[src/rtl/ov5640_cfg_seq.sv]
// OV5640 bring-up sequencer: power-up pin phases, then walks a register table over SCCB
// with per-entry retries and 0xFFFF delay markers; enables capture when the table completes.
module ov5640_cfg_seq #(
   parameter int TABLE_LEN  = 250,
   parameter int PWRUP_DLY  = 1_000_000,
   parameter int DELAY_UNIT = 50_000,
   parameter int MAX_RETRY  = 3
) (
   input  logic        clk_i,
   input  logic        rst_i,
   input  logic        start_i,
   output logic [7:0]  tbl_addr_o,
   input  logic [23:0] tbl_data_i,
   output logic        sccb_req_o,
   output logic [15:0] sccb_addr_o,
   output logic [7:0]  sccb_data_o,
   input  logic        sccb_done_i,
   input  logic        sccb_nack_i,
   output logic        cmos_pwdn_o,
   output logic        cmos_rst_n_o,
   output logic        cfg_busy_o,
   output logic        cfg_done_o,
   output logic        cfg_err_o,
   output logic        cap_en_o,
   output logic [3:0]  dbg_state_o
);

   // SCCB handshake: sccb_req_o rises with a stable addr/data and stays high until the
   // single-cycle sccb_done_i pulse is sampled; sccb_nack_i is only meaningful with done.
   typedef enum logic [3:0] {
      S_IDLE, S_PWR0, S_PWR1, S_PWR2, S_FETCH, S_LATCH,
      S_ISSUE, S_WAIT, S_DELAY, S_NEXT, S_DONE, S_ERR
   } state_t;

   localparam int DLY_MAX = 255 * DELAY_UNIT;
   localparam int CNT_MAX = (PWRUP_DLY > DLY_MAX) ? PWRUP_DLY : DLY_MAX;
   localparam int CNT_W   = $clog2(CNT_MAX + 1);
   localparam int RW      = $clog2(MAX_RETRY + 1);

   localparam logic [CNT_W-1:0] PWR_LOAD = CNT_W'(PWRUP_DLY - 1);
   localparam logic [CNT_W-1:0] DU_C     = CNT_W'(DELAY_UNIT);
   localparam logic [CNT_W-1:0] CNT_ONE  = CNT_W'(1);
   localparam logic [RW-1:0]    RT_LAST  = RW'(MAX_RETRY - 1);
   localparam logic [RW-1:0]    RT_ONE   = RW'(1);
   localparam logic [7:0]       LAST_IDX = 8'(TABLE_LEN - 1);

   state_t            state;
   logic [CNT_W-1:0]  cnt;
   logic [RW-1:0]     retry;
   logic [7:0]        idx;
   logic [23:0]       word_q;

   assign dbg_state_o = state;

   always_ff @(posedge clk_i) begin
      if (rst_i) begin
         state        <= S_IDLE;
         cnt          <= '0;
         retry        <= '0;
         idx          <= '0;
         word_q       <= '0;
         tbl_addr_o   <= '0;
         sccb_req_o   <= 1'b0;
         sccb_addr_o  <= '0;
         sccb_data_o  <= '0;
         cmos_pwdn_o  <= 1'b1;
         cmos_rst_n_o <= 1'b0;
         cfg_busy_o   <= 1'b0;
         cfg_done_o   <= 1'b0;
         cfg_err_o    <= 1'b0;
         cap_en_o     <= 1'b0;
      end else begin
         case (state)
            S_IDLE, S_DONE, S_ERR: begin
               if (start_i) begin
                  state        <= S_PWR0;
                  cnt          <= PWR_LOAD;
                  cmos_pwdn_o  <= 1'b1;
                  cmos_rst_n_o <= 1'b0;
                  cfg_busy_o   <= 1'b1;
                  cfg_done_o   <= 1'b0;
                  cfg_err_o    <= 1'b0;
                  cap_en_o     <= 1'b0;
               end
            end
            S_PWR0: begin
               if (cnt == '0) begin
                  state       <= S_PWR1;
                  cnt         <= PWR_LOAD;
                  cmos_pwdn_o <= 1'b0;
               end else begin
                  cnt <= cnt - CNT_ONE;
               end
            end
            S_PWR1: begin
               if (cnt == '0) begin
                  state        <= S_PWR2;
                  cnt          <= PWR_LOAD;
                  cmos_rst_n_o <= 1'b1;
               end else begin
                  cnt <= cnt - CNT_ONE;
               end
            end
            S_PWR2: begin
               if (cnt == '0) begin
                  state      <= S_FETCH;
                  idx        <= '0;
                  retry      <= '0;
                  tbl_addr_o <= '0;
               end else begin
                  cnt <= cnt - CNT_ONE;
               end
            end
            S_FETCH: state <= S_LATCH;
            S_LATCH: begin
               word_q <= tbl_data_i;
               // Address 0xFFFF is a delay marker; its data byte counts DELAY_UNIT blocks.
               if (tbl_data_i[23:8] == 16'hFFFF) begin
                  state <= S_DELAY;
                  cnt   <= CNT_W'(tbl_data_i[7:0]) * DU_C;
               end else begin
                  state <= S_ISSUE;
               end
            end
            S_ISSUE: begin
               sccb_req_o  <= 1'b1;
               sccb_addr_o <= word_q[23:8];
               sccb_data_o <= word_q[7:0];
               state       <= S_WAIT;
            end
            S_WAIT: begin
               if (sccb_done_i) begin
                  sccb_req_o <= 1'b0;
                  if (!sccb_nack_i) begin
                     state <= S_NEXT;
                  end else begin
                     retry <= retry + RT_ONE;
                     if (retry < RT_LAST) begin
                        state <= S_ISSUE;
                     end else begin
                        state      <= S_ERR;
                        cfg_busy_o <= 1'b0;
                        cfg_err_o  <= 1'b1;
                     end
                  end
               end
            end
            // Leaving at cnt<=1 gives exactly N cycles for N>0 and one cycle for N=0.
            S_DELAY: begin
               if (cnt <= CNT_ONE) state <= S_NEXT;
               else                cnt   <= cnt - CNT_ONE;
            end
            S_NEXT: begin
               retry <= '0;
               if (idx == LAST_IDX) begin
                  state      <= S_DONE;
                  cfg_busy_o <= 1'b0;
                  cfg_done_o <= 1'b1;
                  cap_en_o   <= 1'b1;
               end else begin
                  idx        <= idx + 8'd1;
                  tbl_addr_o <= idx + 8'd1;
                  state      <= S_FETCH;
               end
            end
            default: state <= S_IDLE;
         endcase
      end
   end

endmodule

[config.mk]
export PLATFORM = sky130hd
export DESIGN_NAME = ov5640_cfg_seq
export DESIGN_NICKNAME = d
export VERILOG_FILES = /design/src/rtl/ov5640_cfg_seq.sv
export SDC_FILE = /design/constraint.sdc
export NUM_CORES = 1
export LEC_CHECK = 0
export BUFFER_PORTS_ARGS = -buffer_cell sky130_fd_sc_hd__buf_2
export CAP_MARGIN = 15
export CORE_AREA = 2 2 157 159
export CTS_CLUSTER_DIAMETER = 60
export DETAILED_ROUTE_END_ITERATION = 10
export DIE_AREA = 0 0 159 161
export GPL_ROUTABILITY_DRIVEN = 0
export PLACE_DENSITY = 0.41
export SLEW_MARGIN = 20
export SYNTH_ARGS = -nofsm -noshare
export SYNTH_HDL_FRONTEND = slang
export SYNTH_SLANG_ARGS = --single-unit
[constraint.sdc]
create_clock -name clk_i -period 4.15 [get_ports clk_i]
set_input_delay 0 -clock clk_i [delete_from_list [all_inputs] [get_ports clk_i]]
set_output_delay 0 -clock clk_i [all_outputs]
set_load 0.02 [all_outputs]
## Word-level counts from Yosys, hierarchy flattened

Cells that the tools add are included.

- Add/subtract/negate cells: 3
- Multiply operators: 1
- $lt $le $gt $ge: 2
- Eq/ne operators: 26
- Muxes and demuxes: 43
- Reduce and logical (&&, ||, !) cells: 23

Operator list:

| cell | number |
|---|---|
| two-way mux 24 bit | 5 |
| one-hot mux 24 bit (5 select lines) | 1 |
| two-way mux 4 bit | 10 |
| one-hot mux 4 bit (10 select lines) | 1 |
| != test 2 bit (second input constant) | 13 |
| <= comparator 24 x 1 -> 1 bit (second input constant) | 1 |
| zero test 24 bit | 1 |
| subtractor 24 x 1 -> 24 bit (second input constant) | 1 |
| multiplier 8 x 12 -> 20 bit (second input constant) | 1 |
| equality test 16 bit (second input constant) | 1 |
| equality test 4 x 3 -> 1 bit (second input constant) | 4 |
| equality test 4 bit (second input constant) | 4 |
| two-way mux 8 bit | 2 |
| one-hot mux 8 bit (2 select lines) | 1 |
| two-way mux 1 bit | 13 |
| AND reduction 3 bit | 4 |
| AND reduction 6 bit | 2 |
| nonzero test 2 bit | 6 |
| one-hot mux 1 bit (2 select lines) | 5 |
| AND reduction 5 bit | 2 |
| adder 8 x 1 -> 8 bit (second input constant) | 1 |
| equality test 4 x 2 -> 1 bit (second input constant) | 2 |
| equality test 8 bit (second input constant) | 1 |
| two-way mux 2 bit | 3 |
| 12 further kinds | 13 |

- Bits in registers: 92
- Bits of input ports: 29
- Output and inout port bits: 43

## Longest topological paths before layout

Gate-level depths: netlist (run 1).

- Word-level depth: 5
- Gate-level depth with buffers: 16
- Gate-level depth less buffers: 16

## Worst setup path after synthesis (run 1)

No wires, ideal clock.

- Path kind: input port to flip-flop
- Start point: in tbl_data_i[2]
- End point: reg cnt[23]
- Data arrival time: 3.286 ns
- Required time: 4.021 ns
- Path slack: 0.734 ns
- Cell stages on the path: 14
- Path buffers: 0
- Cell sequence: ha_1 > ha_1 > inv_1 > fa_1 > inv_1 > fa_1 > ha_1 > o21ai_0 > o21ai_0 > a41o_1 > a21oi_1 > a2111oi_0 > a311oi_1 > o211ai_1

- Cells in the longest elaborated chain, start to end: 3

Ends and longest elaborated chain:

| what | line | text |
|---|---|---|
| start, declared | 13 | `input logic [23:0] tbl_data_i,` |
| multiplier 8 x 12 -> 20 bit | 120 | `cnt <= CNT_W'(tbl_data_i[7:0]) * DU_C;` |
| two-way mux 24 bit | 118 | `if (tbl_data_i[23:8] == 16'hFFFF) begin` |
| one-hot mux 24 bit (5 select lines) | 73 | `case (state)` |
| end signal, assigned | 92 | `cnt <= cnt - CNT_ONE;` |
| end signal, assigned | 111 | `cnt <= cnt - CNT_ONE;` |
| end signal, assigned | 120 |  |
| end, declared | 48 | `logic [CNT_W-1:0] cnt;` |

No other way between the ends. The select of a mux whose other input is x is not followed.
A chain may end at the register's enable or synchronous reset.

## Worst setup path after layout (run 1)

- Start point: in tbl_data_i[2]
- End point: reg cnt[19]

The elaborated chain is that of the path after synthesis.

==> impl_metrics.tcl, run 1 <==
set metrics [dict create \
    fp.coreArea_sq_um 23960 \
    sum_neg_setup_slack_ns 0 \
    vias 5364 \
    grtUsageTotal_pct 13.36 \
    cp_cell_sequence "dlygate4sd3_1, buf_2, ha_1, ha_1, inv_1, fa_1, inv_1, fa_1, ha_1, o21ai_1, o21ai_0, a41o_1, a21o_1, a211o_1, a31oi_1, a211oi_1" \
    power_frac_clock_pct 23.2 \
    detail_route.wl_per_cell_microns 14.93 \
    ys_dominant_reg_cell "sky130_fd_sc_hd__dfxtp_1" \
    grt_setup_unrepaired "false" \
    groute.layer.met1.usage_pct 18.45 \
    detail-route-antenna-nets 0 \
    grt_first_pass_wirelength_microns 27660 \
    placement_rows 57 \
    setup.worst_path.end_class "flip-flop" \
    clock_latency_ns 0.35 \
    outcome "completed" \
    die_width_microns 159 \
    clock-root-buffer "sky130_fd_sc_hd__clkbuf_16" \
    largest_net_degree_at_the_start_of_global_routing 46 \
    maxCapViolCount 0 \
    io_pins 72 \
    synth.avg_cell_area_sq_um 8.082 \
    global_route.usage.met2_pct 21.68 \
    layout-drive-gt1-share_pct 14.32 \
    clkTransAtPathRegs_ns 0.08 \
    number_of_clock_sinks 92 \
    flow.area_growth_from_synthesis_pct 21.00 \
    route.detailed.drc 0 \
    net_switching_component_of_the_power_mw 1.630 \
    critical-path-top-cell-by-count "sky130_fd_sc_hd__ha_1" \
    critical-path-top-delay-family "adder cells" \
    worstPathBufferInverterCount 4 \
    power_frac_seq_pct 30.5 \
    tritoncts.num_buffers 9 \
    buffer_ports.inserted 71 \
    total_power_mw 3.715 \
    syn-num-nets 830 \
    critPathSlowestCell "sky130_fd_sc_hd__dlygate4sd3_1" \
    start_kind "input pin" \
    hold_path_class "input pin to flip-flop" \
    power_frac_comb_pct 46.4 \
    hold_viol 0 \
    floorplan.die_area_sq_um 25600 \
    synthesis.instances 732 \
    postSynthRegisterBits 92 \
    clock-skew-final_ns 0.01012 \
    fin_crit_ns 3.925 \
    critPathMaxStageDelay_ns 0.54 \
    cp.required_ns 4.35 \
    grt_antenna_before_repair 0 \
    fin_nets 910 \
    die-height_microns 161 \
    cellInternalPower_mw 2.085 \
    max_freq_ghz 0.2548 \
    synth_seq_area_share_pct 31.13 \
    dr.pass1.iters 4 \
    grt_pass1_vias 5204 \
    clock_h_tree_levels 3 \
    layout.cells.non_filler 1141 \
    synth_edf_count 0 \
    leakage_nw 2.912 \
    dp.final_hpwl_microns 12280 \
    postRouteWirelength_microns 17030 \
    syn-cell-area_sq_um 5916 \
    setup.worst_path.class "input pin to flip-flop" \
    global_route.usage.met3_pct 2.363 \
    placed_cells 1101 \
    min_period_over_period_pct 94.58 \
    synth_cell_type_count 68 \
    slew_violations 0 \
    busiest_layer_in_global_routing "met2" \
    postSynth.asyncResetShare_pct 0 \
    switching_share_pct 43.87 \
    timing_worst_slew_pin_value_ns 0.9473 \
    yosys_warnings 0 \
    cts_tree "built" \
    initial_utilization_pct 24.69 \
    detailedRoute.firstIterationViolations 247 \
    vdd_drop_max_mv 0.1911 \
    power_per_cell_area_nw_per_um2 519.0 \
    ctsLongestPathBuffers 2 \
    setup_viol 0 \
    timing.max_slew.rel_slack_pct 36.84 \
    antenna_diode_count 0 \
    cp.arrival_ns 4.12 \
    critical_path_peak_fanout 5 \
    detail_route.vias_per_cell 4.701 \
    remaining_global_route_overflow 0 \
]
-- tightest hold or removal path: cells and delay by family --
kind	cells	cell delay, ns
buffers and inverters	1	0.21
AO/OA/AOI/OAI	1	0.05
AND/OR/NAND/NOR	1	0.10
-- metrics by stage --
| stage | utilization (%) | hold slack, ns | area, sq um | setup slack, ns |
|---|---|---|---|---|
| after floorplan | - | 0.1360 | 5916 | 0.7344 |
| after global placement | 27.56 | 0.2617 | 6604 | 0.3425 |
| after detailed placement | 27.56 | 0.2619 | 6604 | 0.3168 |
| after CTS | 29.84 | 0.04915 | 7149 | 0.1198 |
| after global routing | 29.87 | 0.07187 | 7158 | 0.007887 |
| final | 29.87 | 0.05489 | 7158 | 0.2248 |
-- layer usage --
layer | vias to the layer above | part of all wire, %
met5 | - | 0
met4 | 0 | 0.97
met3 | 9 | 3.1
met2 | 62 | 45
met1 | 2540 | 51
li1 | 2753 | -
-- cells by family after synthesis --
logic type | count (synthesis) | share of synthesized area, %
flops | 92 | 31.13
compound gates | 192 | 20.79
buf+inv | 72 | 4.886
fa+ha+maj | 69 | 16.12
xor+xnor | 26 | 3.849
simple gates | 278 | 22.72
mux | 3 | 0.5076
-- cell usage in the layout (no fill, tap or decap), drive strengths merged, types with 6 or more instances in the layout --
cell type and count:
buf 82, xor2 13, nand2b 10, nand2 119, or3 10, ha 57, nor2 61, a21oi 82
o21ai 35, nand4 9, a22oi 6, fa 12, xnor2 13, nand3 8, nor2b 8, a21o 7
inv 37, dfxtp 92, a211oi 10, dlygate4sd3 24, clkbuf 9, nor4 9, nor3 23
-- sequential cells by signal (all words and copies together), names as in the netlist --
name / cells
dbg_state_o: 4
cfg_busy_o: 1
sccb_data_o: 8
cmos_rst_n_o: 1
word_q: 24
cap_en_o: 1
cmos_pwdn_o: 1
idx: 8
cnt: 24
cfg_err_o: 1
sccb_req_o: 1
sccb_addr_o: 16
retry: 2
-- final cells by class --
class                      count  area [sq um]
clock buffer                   9         225.2
sequential                    92          1842
inverter                      35         131.4
multi-input combinational    568          3796
clock inverter                 7         80.08
fill                        2661         16800
timing repair buffer         106         678.2
tap                          324         405.4
-- power by group through the flow --
stage / registers (mW) / clock network (mW) / logic [mW]
finish: 1.13 / 0.861 / 1.72
CTS: 1.13 / 0.900 / 1.74
floorplan: 1.11 / 0 / 1.30
global route: 1.15 / 0.928 / 1.95
detailed placement: 1.15 / 0 / 1.71
global placement: 1.15 / 0 / 1.73
-- what timing repair did --
action                     4_1_cts  5_1_grt
setup buffers                    0        0
gates resized for setup          0        3
setup endpoints to repair        0        4
hold buffers                    24        0
hold endpoints to repair        24        0
-- synthesized netlist by cell type, types with 2 or more instances --
library cell	n	area, sq um
sky130_fd_sc_hd__o21ai_1	3	15.01
sky130_fd_sc_hd__o32ai_1	2	17.52
sky130_fd_sc_hd__nand2_1	119	446.7
sky130_fd_sc_hd__a2bb2oi_1	3	26.28
sky130_fd_sc_hd__nand3b_1	5	37.54
sky130_fd_sc_hd__and3_1	4	25.02
sky130_fd_sc_hd__a21o_1	7	52.55
sky130_fd_sc_hd__a211oi_1	10	75.07
sky130_fd_sc_hd__nand2b_1	10	62.56
sky130_fd_sc_hd__o21ai_0	32	160.2
sky130_fd_sc_hd__and2_1	2	12.51
sky130_fd_sc_hd__nand4_1	8	50.05
sky130_fd_sc_hd__o211a_1	4	40.04
sky130_fd_sc_hd__o22ai_1	2	12.51
sky130_fd_sc_hd__xnor2_1	13	113.9
sky130_fd_sc_hd__o31ai_1	4	30.03
sky130_fd_sc_hd__dfxtp_1	92	1842
sky130_fd_sc_hd__a21oi_1	82	410.4
sky130_fd_sc_hd__a2111oi_0	2	17.52
sky130_fd_sc_hd__a31oi_1	4	25.02
sky130_fd_sc_hd__nand3_1	8	40.04
sky130_fd_sc_hd__inv_1	34	127.6
sky130_fd_sc_hd__a32o_1	2	20.02
sky130_fd_sc_hd__nand4b_1	2	17.52
sky130_fd_sc_hd__clkbuf_1	29	108.9
sky130_fd_sc_hd__nor2b_1	8	50.05
sky130_fd_sc_hd__or3_1	10	62.56
sky130_fd_sc_hd__buf_2	6	30.03
sky130_fd_sc_hd__mux2i_1	3	30.03
sky130_fd_sc_hd__or2_2	3	18.77
sky130_fd_sc_hd__o211ai_1	4	30.03
sky130_fd_sc_hd__ha_1	57	713.2
sky130_fd_sc_hd__a221oi_1	5	43.79
sky130_fd_sc_hd__xor2_1	13	113.9
sky130_fd_sc_hd__o21a_1	3	22.52
sky130_fd_sc_hd__nor4_4	2	42.54
sky130_fd_sc_hd__nor4_1	6	37.54
sky130_fd_sc_hd__nor3_1	22	110.1
sky130_fd_sc_hd__fa_1	12	240.2
sky130_fd_sc_hd__nor2_1	61	229.0
sky130_fd_sc_hd__a22oi_1	6	45.04
sky130_fd_sc_hd__o41ai_1	2	17.52
-- final timing paths --
kind	start	endpoint	slack, ns	cells after the start
worst max-delay path	tbl_data_i[2]	cnt[19]$_SDFFE_PP0P_	0.22	16
worst min-delay path	tbl_data_i[0]	word_q[0]$_SDFFE_PP0P_	0.05	3
worst max register to register	dbg_state_o[1]$_SDFFE_PP0P_	cnt[23]$_SDFFE_PP0P_	1.17	8
worst min register to register	word_q[23]$_SDFFE_PP0P_	sccb_addr_o[15]$_SDFFE_PP0P_	0.44	2
Power figures use the tool's default switching activity.
==> inputs of run 2 (changes only) <==
--- a/config.mk
+++ b/config.mk
@@ -13,6 +13,7 @@
 export DIE_AREA = 0 0 159 161
 export GPL_ROUTABILITY_DRIVEN = 0
 export PLACE_DENSITY = 0.41
+export SETUP_SLACK_MARGIN = 0.4
 export SLEW_MARGIN = 20
 export SYNTH_ARGS = -nofsm -noshare
 export SYNTH_HDL_FRONTEND = slang
==> run 2 against run 1 <==
Net effect: critical path depth down 1; global-route usage up 0.088 points; via count down 0.30%; routed wire length about the same; setup slack better by 0.47 ns; count of clock-buffer cells in the layout unchanged; clock power about the same; core utilization about the same; clock skew down 0.0020 ns; fmax up 13%; cell area down 0.12%.
==> impl_metrics.tcl, run 2 (synthesized netlist as in run 1, its figures left out) <==
set metrics [dict create \
    outcome "completed" \
    hold_path_class "input pin to flip-flop" \
    detail_route.wl_per_cell_microns 14.94 \
    dr.pass1.iters 4 \
    critical_path_peak_fanout 5 \
    hold_viol 0 \
    final_critical_path_setup_slack_ns 0.6913 \
    multiInputGateArea_sq_um 3787 \
    flow.area_growth_from_synthesis_pct 20.85 \
    io_pins 72 \
    clock-root-buffer "sky130_fd_sc_hd__clkbuf_16" \
    clkTransAtPathRegs_ns 0.08 \
    area_taken_by_flip_flops_and_latches_sq_um 1842 \
    timing.max_slew.rel_slack_pct 36.58 \
    setup.worst_path.class "input pin to flip-flop" \
    detailedRoute.firstIterationViolations 245 \
    max_freq_ghz 0.2891 \
    vias 5348 \
    min_period_over_period_pct 83.34 \
    die-height_microns 161 \
    remaining_global_route_overflow 0 \
    cp.required_ns 4.35 \
    cts_repair_resize_count 0 \
    power_per_cell_area_nw_per_um2 518.5 \
    buffer_ports.inserted 71 \
    grtUsageTotal_pct 13.44 \
    grt_antenna_before_repair 0 \
    detail_route.vias_per_cell 4.687 \
    ctsLongestPathBuffers 2 \
    detail-route-antenna-nets 0 \
    leading_cell_types_in_the_layout_fill_and_taps_excluded "sky130_fd_sc_hd__nand2_1, sky130_fd_sc_hd__dfxtp_1, sky130_fd_sc_hd__a21oi_1" \
    fin_nets 910 \
    layout-drive-gt1-share_pct 14.08 \
    grt_first_pass_wirelength_microns 27820 \
    clock-skew-final_ns 0.008094 \
    vdd_drop_max_mv 0.1915 \
    grt_pass1_vias 5226 \
    top_regs "cnt (24), word_q (24), sccb_addr_o (16)" \
    floorplan.die_area_sq_um 25600 \
    layout.cells.most_common "sky130_fd_sc_hd__nand2_1" \
    fillCellCount 2664 \
    timing.reg2reg.setup_slack_ns 1.20 \
    number_of_clock_sinks 92 \
    fp.coreArea_sq_um 23960 \
    start_kind "input pin" \
    placement_rows 57 \
    setup_viol 0 \
    leakage_nw 2.911 \
    tritoncts.num_buffers 9 \
    clock_latency_ns 0.35 \
    largest_net_degree_at_the_start_of_global_routing 46 \
    antenna_diode_count 0 \
    cts_post_setup_buffers_inserted 0 \
    die_width_microns 159 \
    postRouteWirelength_microns 17050 \
    slew_violations 0 \
    route.detailed.drc 0 \
    fin_crit_ns 3.459 \
    fin_util_pct 29.84 \
    sum_neg_setup_slack_ns 0 \
    grt_setup_unrepaired "false" \
    maxCapViolCount 0 \
    clock_h_tree_levels 3 \
    dp.final_hpwl_microns 12280 \
    timing_worst_slew_pin_value_ns 0.9513 \
    setup.worst_path.end_class "flip-flop" \
    post-place-ws_ns 0.3168 \
    cp.arrival_ns 3.66 \
    initial_utilization_pct 24.69 \
    cts_tree "built" \
]
==> run 2: metal layers <==
metal  global-route usage (%)  vias up  routed length, microns  part of all wire (%)
li1                         -     2749                       -                     -
met2                    21.80       62                    7667                    45
met3                    2.363        9                     509                   3.0
met4                    3.264        0                     166                  0.97
met5                        0        -                       0                     0
met1                    18.61     2528                    8706                    51
==> run 2: where the power goes <==
part / internal, mW / leakage (nW) / switching [mW]
Clock: 0.430 / 0.146 / 0.435
Sequential: 0.974 / 0.746 / 0.157
Combinational: 0.678 / 2.02 / 1.03
==> run 2: path summary, 6_finish.rpt <==
path                                             startpoint                      endpoint  cells after the start
worst max-delay path                          tbl_data_i[2]          cnt[19]$_SDFFE_PP0P_                     15
worst min-delay path                          tbl_data_i[0]        word_q[0]$_SDFFE_PP0P_                      3
worst max register to register  dbg_state_o[1]$_SDFFE_PP0P_          cnt[23]$_SDFFE_PP0P_                      8
worst min register to register      word_q[23]$_SDFFE_PP0P_  sccb_addr_o[15]$_SDFFE_PP0P_                      2
==> run 2: area by class of cell <==
class	count	area share, %
Timing Repair Buffer	106	9.485
Sequential cell	92	25.76
Tap cell	324	5.670
Inverter	35	1.838
Clock inverter	7	1.120
Clock buffer	9	3.150
Multi-Input combinational cell	568	52.98
==> run 2: worst max-delay path, cell delays in order <==
cell and delay (ns):
sky130_fd_sc_hd__buf_2 0.14, sky130_fd_sc_hd__ha_1 0.34, sky130_fd_sc_hd__ha_1 0.28, sky130_fd_sc_hd__inv_1 0.05, sky130_fd_sc_hd__fa_1 0.49, sky130_fd_sc_hd__inv_1 0.05, sky130_fd_sc_hd__fa_1 0.47, sky130_fd_sc_hd__ha_1 0.35
sky130_fd_sc_hd__o21ai_0 0.30, sky130_fd_sc_hd__o21ai_0 0.15, sky130_fd_sc_hd__a41o_1 0.32, sky130_fd_sc_hd__a21o_1 0.19, sky130_fd_sc_hd__a211o_1 0.29, sky130_fd_sc_hd__a31oi_1 0.16, sky130_fd_sc_hd__a211oi_1 0.08
==> run 2: metrics by stage <==
stage               instances  power [mW]  hold WS [ns]  area [sq um]
finish                   1141       3.707       0.05182          7149
global route             1141       4.025       0.07187          7149
CTS                      1141       3.773       0.04915          7149
detailed placement       1101       2.861        0.2619          6604
global placement         1101       2.884        0.2617          6604
floorplan                 732       2.410        0.1360          5916
==> run 2: what timing repair did <==
action	4_1_cts	5_1_grt
hold endpoints to repair	24	0
hold buffers	24	0
setup endpoints to repair	0	0
==> inputs of run 3 (changes only) <==
==> constraint.sdc (replaced) <==
create_clock -name clk_i -period 3.4 [get_ports clk_i]
set_input_delay 0 -clock clk_i [delete_from_list [all_inputs] [get_ports clk_i]]
set_output_delay 0 -clock clk_i [all_outputs]
set_load 0.02 [all_outputs]
==> run 3 against run 2 <==
Net effect: die area unchanged; cell count grew 1.8%; cell area rose by 6.9%; count of clock-buffer cells in the layout did not move; register-to-register slack worse by 0.31 ns; non-clock buffer count increased by 21; core utilization rose by 2.1 points; critical path depth down 1; clock power up 17%; clock skew fell by 0.0026 ns; via count up 1.8%; largest power group unchanged.
==> impl_metrics.tcl, run 3 (synthesized netlist as in run 1, its figures left out) <==
set metrics [dict create \
    outcome "completed" \
    grt_pass1_vias 5513 \
    floorplan.die_area_sq_um 25600 \
    start_kind "input pin" \
    flow.area_growth_from_synthesis_pct 29.23 \
    largest_net_degree_at_the_start_of_global_routing 36 \
    setup.worst_path.end_class "flip-flop" \
    critPathMaxStageDelay_ns 0.49 \
    vias 5446 \
    detailedRoute.firstIterationViolations 340 \
    grt_setup_unrepaired "true" \
    hold-path-cell-count 4 \
    critPathSlowestCell "sky130_fd_sc_hd__fa_1" \
    timing_worst_slew_pin_value_ns 0.9027 \
    critical_path_peak_fanout 4 \
    reg2reg_depth 8 \
    min_to "sccb_req_o$_SDFFE_PP0P_" \
    route.detailed.drc 0 \
    clock-skew-final_ns 0.005542 \
    placement_rows 57 \
    tritoncts.num_buffers 9 \
    hold_start "sccb_done_i" \
    clock_latency_ns 0.35 \
    dr.pass1.iters 4 \
    timing.reg2reg.setup_slack_ns 0.89 \
    area_taken_by_flip_flops_and_latches_sq_um 1842 \
    worstPathBufferInverterCount 3 \
    hold_viol 0 \
    grt_first_pass_wirelength_microns 29040 \
    clkTransAtPathRegs_ns 0.07 \
    cp.arrival_ns 3.23 \
    maxCapViolCount 0 \
    fin_crit_ns 2.996 \
    initial_utilization_pct 24.69 \
    timing.max_slew.rel_slack_pct 39.82 \
    final_critical_path_setup_slack_ns 0.4037 \
    layout.cells.most_common "sky130_fd_sc_hd__nand2_1" \
    fin_nets 931 \
    critical-path-top-delay-family "adder cells" \
    vdd_drop_max_mv 0.3109 \
    layout-drive-gt1-share_pct 21.36 \
    grt_antenna_before_repair 0 \
    detail_route.wl_per_cell_microns 15.06 \
    dp.final_hpwl_microns 12830 \
    power_per_cell_area_nw_per_um2 631.1 \
    multiInputGateArea_sq_um 4099 \
    min_period_over_period_pct 88.13 \
    leading_cell_types_in_the_layout_fill_and_taps_excluded "sky130_fd_sc_hd__nand2_1, sky130_fd_sc_hd__dfxtp_1, sky130_fd_sc_hd__a21oi_1" \
    buffer_ports.inserted 71 \
    die_width_microns 159 \
    post-place-ws_ns -0.04689 \
    number_of_clock_sinks 92 \
    remaining_global_route_overflow 0 \
    leakage_nw 3.056 \
    hold_path_class "input pin to flip-flop" \
    ctsLongestPathBuffers 2 \
    fin_util_pct 31.90 \
    antenna_diode_count 0 \
    grtUsageTotal_pct 13.89 \
    cts_tree "built" \
    clock_h_tree_levels 3 \
    setup.worst_path.class "input pin to flip-flop" \
    fp.coreArea_sq_um 23960 \
    io_pins 72 \
    postRouteWirelength_microns 17500 \
    detail-route-antenna-nets 0 \
    crit-reg2reg-capture "cnt[10]$_SDFFE_PP0P_" \
    cp_cell_sequence "buf_6, ha_4, inv_2, fa_1, inv_2, fa_1, ha_4, ha_4, or3_1, a41o_4, a21oi_4, a2111oi_4, a311oi_2, o211ai_1" \
    setup_viol 0 \
    critical-path-top-cell-by-count "sky130_fd_sc_hd__ha_4" \
    max_freq_ghz 0.3337 \
    cp.required_ns 3.64 \
    clock-root-buffer "sky130_fd_sc_hd__clkbuf_16" \
    slew_violations 0 \
    r2r_start "cnt[14]$_SDFFE_PP0P_" \
    top_regs "cnt (24), word_q (24), sccb_addr_o (16)" \
    fillCellCount 2577 \
    die-height_microns 161 \
    detail_route.vias_per_cell 4.687 \
]
-- run 3: how the worst max path moves through the flow --
stage | start | to | slack [ns] | cells past startpoint
2_1_floorplan | tbl_data_i[4] | cnt[19]$_SDFFE_PP0P_ | 0.33 | 13
3_5_place_dp | tbl_data_i[4] | cnt[23]$_SDFFE_PP0P_ | -0.05 | 14
6_report | tbl_data_i[4] | cnt[23]$_SDFFE_PP0P_ | 0.40 | 14
4_1_cts | tbl_data_i[4] | cnt[23]$_SDFFE_PP0P_ | 0.39 | 15
5_1_grt | tbl_data_i[4] | cnt[19]$_SDFFE_PP0P_ | 0.30 | 14
3_3_place_gp | tbl_data_i[2] | cnt[23]$_SDFFE_PP0P_ | 0.005 | 15
-- run 3: worst min-delay path: stages --
cell and delay [ns]:
sky130_fd_sc_hd__buf_2 0.11, sky130_fd_sc_hd__nand2_1 0.07, sky130_fd_sc_hd__a21oi_1 0.06, sky130_fd_sc_hd__nor2_1 0.08
-- run 3: per-layer routing --
| layer | wire [microns] | vias up | track usage (%) |
|---|---|---|---|
| li1 | - | 2800 | - |
| met1 | 8844 | 2543 | 19.12 |
| met2 | 7904 | 87 | 22.87 |
| met3 | 554 | 16 | 2.286 |
| met4 | 197 | 0 | 3.223 |
| met5 | 0 | - | 0 |
-- run 3: what timing repair did --
item / CTS / global route
endpoints found under the hold margin: 18 / 0
cloned: 0 / 0
endpoints found under the setup margin: 3 / 9
hold buffers: 18 / 0
setup buffers: 2 / 7
gates resized for setup: 9 / 38
pin swaps: 6 / 18
-- run 3: cell type report --
type	instances	area share (%)
clock buffer	9	2.946
clock inverter	7	0.8347
inverter	35	1.817
multi-input combinational	568	53.62
sequential	92	24.09
tap	324	5.303
timing repair buffer	127	11.39
-- run 3: report_power, final --
group	internal, mW	leakage, nW	switching [mW]
clock network	0.516	0.144	0.493
logic	1.03	2.17	1.42
registers	1.19	0.746	0.174
-- run 3: metrics by stage --
stage	hold WS (ns)	power (mW)	TNS, ns	area (sq um)	std cells
final	0.01181	4.824	0	7645	1162
after floorplan	0.1360	3.041	0	6063	732
after detailed placement	0.2654	3.685	-0.06229	6889	1119
after global routing	0.04930	5.213	0	7645	1162
after global placement	0.2623	3.704	0	6889	1119
after CTS	0.002091	4.765	0	7411	1155
